[src/rtl/fetch_sequencer_pkg.sv]
// fetch_sequencer_pkg: fetch state encoding, reset/trap vector defaults and width constants
package fetch_sequencer_pkg;
    localparam int unsigned XLEN = 32;
    localparam int unsigned ILEN = 32;
    localparam logic [XLEN-1:0] RESET_PC_DEFAULT = 32'h0000_0000;
    localparam logic [XLEN-1:0] TRAP_VEC_DEFAULT = 32'h0000_0100;
    typedef enum logic [2:0] {IDLE, REQ, WAIT, HOLD, DROP} fetch_state_e;
endpackage

[src/rtl/fetch_sequencer_if.sv]
// fetch_sequencer_if: imem request/response, decode handoff and redirect signals of the fetch stage
interface fetch_sequencer_if;
    import fetch_sequencer_pkg::*;
    logic            halt;
    logic            imem_req_valid;
    logic            imem_req_ready;
    logic [XLEN-1:0] imem_req_addr;
    logic            imem_rsp_valid;
    logic [ILEN-1:0] imem_rsp_data;
    logic            if_valid;
    logic            if_ready;
    logic [XLEN-1:0] if_pc;
    logic [ILEN-1:0] if_instr;
    logic            redirect_valid;
    logic [XLEN-1:0] redirect_pc;
    logic            misalign_trap;
    modport master (
        input  halt, imem_req_ready, imem_rsp_valid, imem_rsp_data, if_ready, redirect_valid, redirect_pc,
        output imem_req_valid, imem_req_addr, if_valid, if_pc, if_instr, misalign_trap
    );
    modport slave (
        output halt, imem_req_ready, imem_rsp_valid, imem_rsp_data, if_ready, redirect_valid, redirect_pc,
        input  imem_req_valid, imem_req_addr, if_valid, if_pc, if_instr, misalign_trap
    );
endinterface

[src/rtl/fetch_pc_next.sv]
// fetch_pc_next: combinational next-pc select (redirect / trap / pc+4 / hold); MISALIGN_TRAP_EN enables the trap path
module fetch_pc_next
    import fetch_sequencer_pkg::*;
#(
    parameter logic [XLEN-1:0] TRAP_VEC = TRAP_VEC_DEFAULT
) (
    input  logic [XLEN-1:0] pc,
    input  logic            advance,
    input  logic            redirect_valid,
    input  logic [XLEN-1:0] redirect_pc,
    output logic [XLEN-1:0] pc_next,
    output logic            trap
);
`ifdef MISALIGN_TRAP_EN
    // misaligned redirect targets divert to the trap vector; redirects beat sequential advance
    always_comb begin
        trap = redirect_valid && (redirect_pc[1:0] != 2'b00);
        pc_next = trap ? TRAP_VEC : redirect_valid ? redirect_pc : advance ? pc + 32'd4 : pc;
    end
`else
    logic unused_bits;
    assign unused_bits = ^{TRAP_VEC, redirect_pc[1:0]};
    // targets are forced word aligned; redirects beat sequential advance
    always_comb begin
        trap = 1'b0;
        pc_next = redirect_valid ? {redirect_pc[XLEN-1:2], 2'b00} : advance ? pc + 32'd4 : pc;
    end
`endif
endmodule

[src/rtl/fetch_sequencer.sv]
// fetch_sequencer: single-outstanding instruction fetch FSM with redirect squash; MISALIGN_TRAP_EN enables misaligned-redirect trap
module fetch_sequencer
    import fetch_sequencer_pkg::*;
#(
    parameter logic [XLEN-1:0] RESET_PC = RESET_PC_DEFAULT,
    parameter logic [XLEN-1:0] TRAP_VEC = TRAP_VEC_DEFAULT
) (
    input  logic               clk,
    input  logic               rst_n,
    fetch_sequencer_if.master  bus
);
    fetch_state_e    state_q, state_d;
    logic [XLEN-1:0] pc_q, pc_d, if_pc_q, if_pc_d;
    logic [ILEN-1:0] if_instr_q, if_instr_d;
    logic            if_valid_q, if_valid_d, trap_q, trap_d, accept, take;

    assign accept = bus.imem_req_valid && bus.imem_req_ready;
    // a response is only kept when it arrives in WAIT with no redirect racing it
    assign take = (state_q == WAIT) && bus.imem_rsp_valid && !bus.redirect_valid;

    fetch_pc_next #(.TRAP_VEC(TRAP_VEC)) u_pc_next (
        .pc             (pc_q),
        .advance        (take),
        .redirect_valid (bus.redirect_valid),
        .redirect_pc    (bus.redirect_pc),
        .pc_next        (pc_d),
        .trap           (trap_d)
    );

    // next state and registered decode-side outputs
    always_comb begin
        state_d = state_q;
        case (state_q)
            IDLE: if (!bus.halt) state_d = REQ;
            REQ:  if (accept) state_d = bus.redirect_valid ? DROP : WAIT;
            WAIT: if (bus.imem_rsp_valid) state_d = bus.redirect_valid ? REQ : HOLD;
                  else if (bus.redirect_valid) state_d = DROP;
            HOLD: if (bus.redirect_valid) state_d = REQ;
                  else if (bus.if_ready) state_d = bus.halt ? IDLE : REQ;
            DROP: if (bus.imem_rsp_valid) state_d = bus.halt ? IDLE : REQ;
            default: state_d = IDLE;
        endcase
        if_valid_d = state_d == HOLD;
        if_pc_d = take ? pc_q : if_pc_q;
        if_instr_d = take ? bus.imem_rsp_data : if_instr_q;
    end

    // state, pc and output registers
    always_ff @(posedge clk or negedge rst_n) begin
        if (!rst_n) begin
            state_q    <= IDLE;
            pc_q       <= RESET_PC;
            if_valid_q <= 1'b0;
            if_pc_q    <= '0;
            if_instr_q <= '0;
            trap_q     <= 1'b0;
        end else begin
            state_q    <= state_d;
            pc_q       <= pc_d;
            if_valid_q <= if_valid_d;
            if_pc_q    <= if_pc_d;
            if_instr_q <= if_instr_d;
            trap_q     <= trap_d;
        end
    end

    assign bus.imem_req_valid = state_q == REQ;
    assign bus.imem_req_addr  = pc_q;
    assign bus.if_valid       = if_valid_q;
    assign bus.if_pc          = if_pc_q;
    assign bus.if_instr       = if_instr_q;
    assign bus.misalign_trap  = trap_q;
endmodule

[src/flat_wrapper.sv]
// flat-port wrapper written by rule: the top's interface ports become plain ports
module fetch_sequencer_flat import fetch_sequencer_pkg::*;
#(
    parameter logic [XLEN-1:0] RESET_PC = RESET_PC_DEFAULT,
    parameter logic [XLEN-1:0] TRAP_VEC = TRAP_VEC_DEFAULT
)
  (clk, rst_n, bus_halt, bus_imem_req_ready, bus_imem_rsp_valid, bus_imem_rsp_data, bus_if_ready, bus_redirect_valid, bus_redirect_pc, bus_imem_req_valid, bus_imem_req_addr, bus_if_valid, bus_if_pc, bus_if_instr, bus_misalign_trap);
  fetch_sequencer_if bus_i ();
  input  logic clk;
  input  logic rst_n;
  input wire logic [$bits(bus_i.halt)-1:0] bus_halt;
  input wire logic [$bits(bus_i.imem_req_ready)-1:0] bus_imem_req_ready;
  input wire logic [$bits(bus_i.imem_rsp_valid)-1:0] bus_imem_rsp_valid;
  input wire logic [$bits(bus_i.imem_rsp_data)-1:0] bus_imem_rsp_data;
  input wire logic [$bits(bus_i.if_ready)-1:0] bus_if_ready;
  input wire logic [$bits(bus_i.redirect_valid)-1:0] bus_redirect_valid;
  input wire logic [$bits(bus_i.redirect_pc)-1:0] bus_redirect_pc;
  output wire logic [$bits(bus_i.imem_req_valid)-1:0] bus_imem_req_valid;
  output wire logic [$bits(bus_i.imem_req_addr)-1:0] bus_imem_req_addr;
  output wire logic [$bits(bus_i.if_valid)-1:0] bus_if_valid;
  output wire logic [$bits(bus_i.if_pc)-1:0] bus_if_pc;
  output wire logic [$bits(bus_i.if_instr)-1:0] bus_if_instr;
  output wire logic [$bits(bus_i.misalign_trap)-1:0] bus_misalign_trap;
  assign bus_i.halt = bus_halt;
  assign bus_i.imem_req_ready = bus_imem_req_ready;
  assign bus_i.imem_rsp_valid = bus_imem_rsp_valid;
  assign bus_i.imem_rsp_data = bus_imem_rsp_data;
  assign bus_i.if_ready = bus_if_ready;
  assign bus_i.redirect_valid = bus_redirect_valid;
  assign bus_i.redirect_pc = bus_redirect_pc;
  assign bus_imem_req_valid = bus_i.imem_req_valid;
  assign bus_imem_req_addr = bus_i.imem_req_addr;
  assign bus_if_valid = bus_i.if_valid;
  assign bus_if_pc = bus_i.if_pc;
  assign bus_if_instr = bus_i.if_instr;
  assign bus_misalign_trap = bus_i.misalign_trap;
  fetch_sequencer #(.RESET_PC(RESET_PC), .TRAP_VEC(TRAP_VEC)) u_core (.clk(clk), .rst_n(rst_n), .bus(bus_i));
endmodule
[config.mk]
export PLATFORM = sky130hd
export DESIGN_NAME = fetch_sequencer_flat
export DESIGN_NICKNAME = d
export VERILOG_FILES = /design/src/rtl/fetch_sequencer_pkg.sv /design/src/rtl/fetch_sequencer_if.sv /design/src/rtl/fetch_pc_next.sv /design/src/rtl/fetch_sequencer.sv /design/src/flat_wrapper.sv
export SDC_FILE = /design/constraint.sdc
export NUM_CORES = 1
export LEC_CHECK = 0
export CAP_MARGIN = 20
export CORE_UTILIZATION = 44
export DETAILED_ROUTE_END_ITERATION = 10
export PLACE_DENSITY = 0.88
export SLEW_MARGIN = 25
export SYNTH_ARGS = -nofsm -noshare
export SYNTH_HDL_FRONTEND = slang
export SYNTH_SLANG_ARGS = --single-unit
[constraint.sdc]
create_clock -name clk -period 2.3 [get_ports clk]
set_clock_uncertainty 0.05 [all_clocks]
set_input_delay 0.46 -clock clk [delete_from_list [all_inputs] [get_ports clk]]
set_output_delay 0.46 -clock clk [all_outputs]
set_load 0.01 [all_outputs]
==> results.sh, run 1 <==
export IMPL_status="finished clean"
export IMPL_drc=0
export IMPL_cts_buffers=9
export IMPL_p_per_area_mw_per_mm2=953
export IMPL_placementRows=35
export IMPL_r2r_setup_slack_ns=0.25
export IMPL_fill_cells=699
export IMPL_holdWs_ns=0.463
export IMPL_syn_avg_cell_area_um2=11.9
export IMPL_synth_cell_types=40
export IMPL_wirelength_um=11000
export IMPL_dr_pass1_iters=4
export IMPL_hold_path_depth=1
export IMPL_endpoint_kind="primary output"
export IMPL_diodes=0
export IMPL_min_period_ns=2.21
export IMPL_wl_per_cell_um=16.3
export IMPL_place_gp_congestion=0.878
export IMPL_pwr_share_comb_pct=37.6
export IMPL_multi_input_area_mm2=0.00183
export IMPL_netSwitchingFraction_pct=28.5
export IMPL_max_freq_ghz=0.453
export IMPL_power_leakage_nw=2.65
export IMPL_reg2regPathDepth=4
export IMPL_cp_start_kind="register"
export IMPL_drt_initial_drc_count=112
export IMPL_cp_max_fo=8
export IMPL_grt_total_usage_pct=22.7
export IMPL_boundaryPins=170
export IMPL_critPathKind="reg -> out"
export IMPL_dieHeight_um=102
export IMPL_r2r_start="u_core.bus.imem_req_addr[4]"
export IMPL_power_switching_w=0.00175
export IMPL_pwr_share_seq_pct=41.6
export IMPL_grt_pass1_vias=3756
export IMPL_cts_max_level=3
export IMPL_ir_worst_vdd_uv=559
export IMPL_final_seq_area_mm2=0.00240
export IMPL_hold_viol=0
export IMPL_grt_pass1_wl_um=18100
export IMPL_grt_max_degree=40
export IMPL_netlist_instances=367
export IMPL_worstHoldEndpoint="u_core.bus.if_instr[31]"
export IMPL_r2r_end="u_core.bus.imem_req_addr[17]"
export IMPL_p_int_w=0.00441
export IMPL_slew_viol_final=0
export IMPL_final_setup_tns_ns=0
export IMPL_numClockSinks=96
export IMPL_max_clock_path_buffers=2
export IMPL_clock_power_share_pct=20.9
export IMPL_io_buffers=162
export IMPL_antenna_found_initial=0
export IMPL_ys_ff_latch=96
export IMPL_dpl_cell_area_mm2=0.00622
export IMPL_hp_start="u_core.bus.if_instr[31]"
export IMPL_vias_per_cell=5.37
export IMPL_dp_hpwl_um=8300
export IMPL_start_util_pct=46.3
export IMPL_syn_area_mm2=0.00436
export IMPL_final_util_pct=68.7
export IMPL_num_vias=3618
export IMPL_design_area_mm2=0.00647
export IMPL_dieArea_mm2=0.0103
export IMPL_worstSkewPairLatency_ns=0.36
export IMPL_worstPathArrival_ns=1.70
export IMPL_setup_viol=0
export IMPL_cts_root_buffer_cell="clkbuf_8"
export IMPL_cp_required_ns=1.79
export IMPL_period_share_pct=95.9
export IMPL_die_x_um=102
export IMPL_total_power_w=0.00616
export IMPL_ys_warnings_count=0
export IMPL_hp_class="reg -> reg"
export IMPL_rsz0062_at_grt="no"
export IMPL_area_growth_pct=48.3
export IMPL_cts_tree="built"
export IMPL_drive_above_1_share_pct=19.1
export IMPL_ys_seq_area_share_pct=55.1
export IMPL_grt_overflow=0
export IMPL_cap_violations=0
export IMPL_path_clk_slew_ns=0.09
export IMPL_core_area_mm2=0.00942
export IMPL_route_antenna_remaining_nets=0
export IMPL_nets=614
-- cell usage after synthesis --
cell type,n,area (µm²)
conb_1,1,3.75
nand4_1,10,62.6
nand3_2,1,10.0
xor2_1,6,52.6
mux2_2,63,709
xnor2_1,4,35.0
nand3_1,12,60.1
and3_1,3,18.8
inv_1,4,15.0
a31o_2,1,8.76
a31o_1,1,8.76
o311ai_1,1,8.76
nor2b_1,3,18.8
nor4_1,3,18.8
a22oi_1,1,7.51
o311a_1,1,10.0
nor3_1,5,25.0
clkbuf_1,7,26.3
nand4bb_1,3,33.8
nand2_1,28,105
or4_1,12,90.1
o211ai_1,2,15.0
nor3b_1,2,15.0
clkinv_1,1,3.75
o31ai_1,11,82.6
mux2i_1,1,10.0
nor2_1,17,63.8
o21ai_0,15,75.1
buf_2,11,55.1
or3_1,6,37.5
ha_1,1,12.5
nor4b_1,1,8.76
buf_4,5,37.5
nor4bb_1,1,10.0
o41ai_1,3,26.3
dfrtp_1,96,2400
a31oi_1,16,100
o31a_1,1,8.76
buf_6,2,22.5
and4_1,5,43.8
-- per-stage QoR --
step                      setup WS [ns]  cells
after floorplan                   0.220    371
after global placement           -0.189    659
after detailed placement         -0.256    659
after CTS                         0.106    674
after global routing             0.0181    674
final                            0.0935    674
-- layout by cell type, fill, tap and decap left out, types with 6 or more instances in the layout --
master and count:
or3_1 6, clkbuf_8 9, a31oi_1 16, nand3_1 12, o31ai_1 11, nand2_1 28, nand4_1 10, buf_4 21
mux2_2 63, xor2_1 6, clkdlybuf4s50_1 161, or4_1 12, nor2_1 16, o21ai_0 15, dfrtp_1 96
-- critical path, cell delays in order, from the launching register on --
cell and delay (ns):
dfrtp_1 0.43, buf_4 0.18, nor3b_1 0.17, clkdlybuf4s50_1 0.56
-- logic make-up (layout without fill, tap and decap cells) --
logic type	after synthesis	count (layout)	synth area share (%)
fa+ha+maj	1	1	0.287
xor+xnor	10	10	2.01
buf+inv	30	204	3.67
other cells	1	5	0.0860
flops	96	96	55.1
mux	64	64	16.5
compound gates	53	53	8.07
simple gates	112	112	14.3
-- sequential cells by signal, summed over array words and instances (netlist names) --
signal,flops
u_core.bus.if_valid,1
u_core.bus.if_pc,30
u_core.state_q,3
u_core.bus.imem_req_addr,30
u_core.bus.if_instr,32
-- area by class of cell --
type | instances | share of cell area (%)
Sequential cell | 96 | 37.2
Multi-Input combinational cell | 245 | 28.4
Timing Repair Buffer | 185 | 28.1
Tap cell | 129 | 2.50
Clock buffer | 9 | 1.92
Clock inverter | 5 | 1.64
Inverter | 5 | 0.290
-- power by group through the flow --
| stage | clock (W) | combinational, W | sequential [W] |
|---|---|---|---|
| 3_3_place_gp | 0 | 0.00226 | 0.00255 |
| 6_report | 0.00129 | 0.00231 | 0.00256 |
| 2_1_floorplan | 0 | 0.000686 | 0.00280 |
| 4_1_cts | 0.00132 | 0.00234 | 0.00256 |
| 3_5_place_dp | 0 | 0.00233 | 0.00260 |
| 5_1_grt | 0.00138 | 0.00248 | 0.00264 |
-- how the worst max path moves through the flow --
stage | slack (ns) | endpoint | start
after floorplan | 0.22 | u_core.bus.imem_req_addr[31] | u_core.state_q[0]
after global placement | -0.19 | u_core.bus.imem_req_addr[26] | bus_imem_rsp_valid
after detailed placement | -0.26 | u_core.bus.imem_req_addr[30] | bus_imem_rsp_valid
after CTS | 0.11 | u_core.bus.imem_req_addr[30] | bus_imem_rsp_valid
after global routing | 0.02 | bus_imem_req_valid | u_core.state_q[0]
final | 0.09 | bus_imem_req_valid | u_core.state_q[0]
-- timing repair --
item | 4_1_cts | 5_1_grt
endpoints found under the hold margin | 28 | 0
buffers inserted | 0 | 0
gates resized for setup | 0 | 1
hold buffers | 1 | 0
setup endpoints to repair | 0 | 2
-- metal layers --
metal	wire length [µm]	vias up	part of all wire (%)	track usage, %
met5	0	-	0	0
met4	206	0	1.9	7.36
met3	698	17	6.3	5.24
met2	5640	127	51	39.6
met1	4470	1775	41	27.6
li1	-	1699	-	-
Power figures use the tool's default switching activity.
==> run 2, diff against run 1 <==
CORE_MARGIN = 2   (was default)
==> run 2 against run 1 <==
Compared with the run above:
- sequential cell count did not move
- utilization shrank 2.0 points
- clock power decreased by 26%
- final area shrank 0.12%
- combinational power increased by 2%
- first-iteration DRC count grew 33%
- via count rose by 1.8%
- clock-buffer cell count is 4 higher
- sequential share of layout area is essentially flat
- critical endpoint unchanged
- largest power group unchanged
==> results.sh, run 2 (synthesized netlist as in run 1, its figures left out) <==
export IMPL_power_leakage_nw=2.67
export IMPL_placementRows=36
export IMPL_hold_viol=0
export IMPL_grt_total_usage_pct=21.9
export IMPL_finalNonFillerCells=688
export IMPL_place_gp_congestion=0.872
export IMPL_diodes=0
export IMPL_period_share_pct=95.5
export IMPL_cp_start_kind="register"
export IMPL_rsz0062_at_grt="no"
export IMPL_setup_viol=0
export IMPL_timing_critical_path_from="u_core.state_q[1]"
export IMPL_die_x_um=104
export IMPL_largest_reg_flops=32
export IMPL_dr_pass1_iters=4
export IMPL_cp_max_fo=9
export IMPL_hp_class="in -> async"
export IMPL_dp_cells=674
export IMPL_max_clock_path_buffers=2
export IMPL_final_common_cell="clkdlybuf4s50_1"
export IMPL_status="finished clean"
export IMPL_cap_violations=0
export IMPL_wirelength_um=11400
export IMPL_layout_setup_ws_ns=0.104
export IMPL_final_setup_tns_ns=0
export IMPL_max_freq_ghz=0.455
export IMPL_start_util_pct=45.0
export IMPL_drt_initial_drc_count=149
export IMPL_pre_cts_slack_ns=-0.241
export IMPL_vias_per_cell=5.35
export IMPL_endpoint="bus_imem_req_valid"
export IMPL_final_util_pct=66.7
export IMPL_num_vias=3683
export IMPL_r2r_start="u_core.bus.imem_req_addr[2]"
export IMPL_ir_worst_vdd_uv=440
export IMPL_holdWs_ns=0.0214
export IMPL_endpoint_kind="primary output"
export IMPL_r2r_setup_slack_ns=0.17
export IMPL_cts_resized=0
export IMPL_drive_above_1_share_pct=20.2
export IMPL_p_per_area_mw_per_mm2=906
export IMPL_grt_max_degree=46
export IMPL_final_cell_mix="clkdlybuf4s50_1 (161), dfrtp_1 (96), mux2_2 (63)"
export IMPL_min_period_ns=2.20
export IMPL_timing_worst_slew_pin_value_ns=0.537
export IMPL_r2r_end="u_core.bus.imem_req_addr[28]"
export IMPL_numClockSinks=96
export IMPL_fill_cells=761
export IMPL_io_buffers=162
export IMPL_worstSkewPairLatency_ns=0.36
export IMPL_dieHeight_um=104
export IMPL_grt_overflow=0
export IMPL_grt_pass1_vias=3742
export IMPL_slew_viol_final=0
export IMPL_dieArea_mm2=0.0107
export IMPL_cts_root_buffer_cell="clkbuf_8"
export IMPL_path_clk_slew_ns=0.08
export IMPL_relSlewSlack_pct=64.2
export IMPL_worstPathArrival_ns=1.69
export IMPL_cts_hold_buffers=0
export IMPL_cts_setup_buffers=0
export IMPL_cts_max_level=3
export IMPL_cts_tree="built"
export IMPL_core_area_mm2=0.00968
export IMPL_cp_required_ns=1.79
export IMPL_area_growth_pct=48.2
export IMPL_reg2regPathDepth=5
export IMPL_boundaryPins=170
export IMPL_nets=624
export IMPL_cts_buffers=9
export IMPL_critPathKind="reg -> out"
export IMPL_drc=0
export IMPL_antenna_found_initial=0
export IMPL_wl_per_cell_um=16.6
export IMPL_grt_pass1_wl_um=18800
export IMPL_dp_hpwl_um=8660
export IMPL_route_antenna_remaining_nets=0
-- run 2: changes by cell type in the layout (fill, tap and decap cells not counted), sizes merged --
cell | previous run | this run
clkinv | 1 | 2
inv | 5 | 4
clkbuf | 9 | 13
buf | 23 | 34
dlygate4sd3 | 1 | 0
clkinvlp | 1 | 0
bufinv | 3 | 0
-- run 2: layout make-up --
cell class	instances	area (µm²)	area share (%)
repair buffers	195	1890	29.3
clock inverters	1	5.00	0.0775
clock buffers	13	149	2.31
flip-flops and latches	96	2400	37.2
inverters	5	18.8	0.291
well taps	133	166	2.58
multi-input cells	245	1830	28.3
-- run 2: worst min path at each step --
stage / start / to / slack, ns / cells past startpoint
2_1_floorplan: rst_n / u_core.bus.if_instr[0] / 0.11 / 0
3_3_place_gp: rst_n / u_core.bus.if_pc[3] / 0.42 / 1
3_5_place_dp: rst_n / u_core.bus.imem_req_addr[2] / 0.43 / 1
4_1_cts: rst_n / u_core.bus.imem_req_addr[2] / 0.03 / 1
5_1_grt: rst_n / u_core.state_q[2] / 0.05 / 1
6_report: rst_n / u_core.bus.imem_req_addr[2] / 0.02 / 1
-- run 2: per-stage QoR --
| step | power [W] | area (µm²) |
|---|---|---|
| after floorplan | 0.00348 | 4370 |
| after global placement | 0.00484 | 6300 |
| after detailed placement | 0.00496 | 6300 |
| after CTS | 0.00592 | 6460 |
| after global routing | 0.00617 | 6460 |
| final | 0.00585 | 6460 |
-- run 2: critical path, stage by stage (launching register included) --
cell and delay, ns:
dfrtp_1 0.38, buf_4 0.16, nor3b_1 0.21, clkdlybuf4s50_1 0.57
-- run 2: report_power, final --
part / switching, W / leakage (nW) / internal [W]
logic: 0.000867 / 1.38 / 0.00149
registers: 0.000315 / 1.21 / 0.00222
clock network: 0.000545 / 0.0794 / 0.000411
total: 0.00173 / 2.67 / 0.00412
-- run 2: metal layers --
| metal | GRT usage (%) | wire length (µm) | up-vias |
|---|---|---|---|
| li1 | - | - | 1717 |
| met1 | 27.4 | 4750 | 1825 |
| met2 | 37.3 | 5890 | 126 |
| met3 | 4.28 | 591 | 15 |
| met4 | 8.88 | 215 | 0 |
| met5 | 0 | 0 | - |
==> run 3, diff against run 2 <==
SLEW_MARGIN = 20   (was 25)
==> results of run 3 <==
Same layout as run 2: the final DEF is identical, and so are final timing and power.
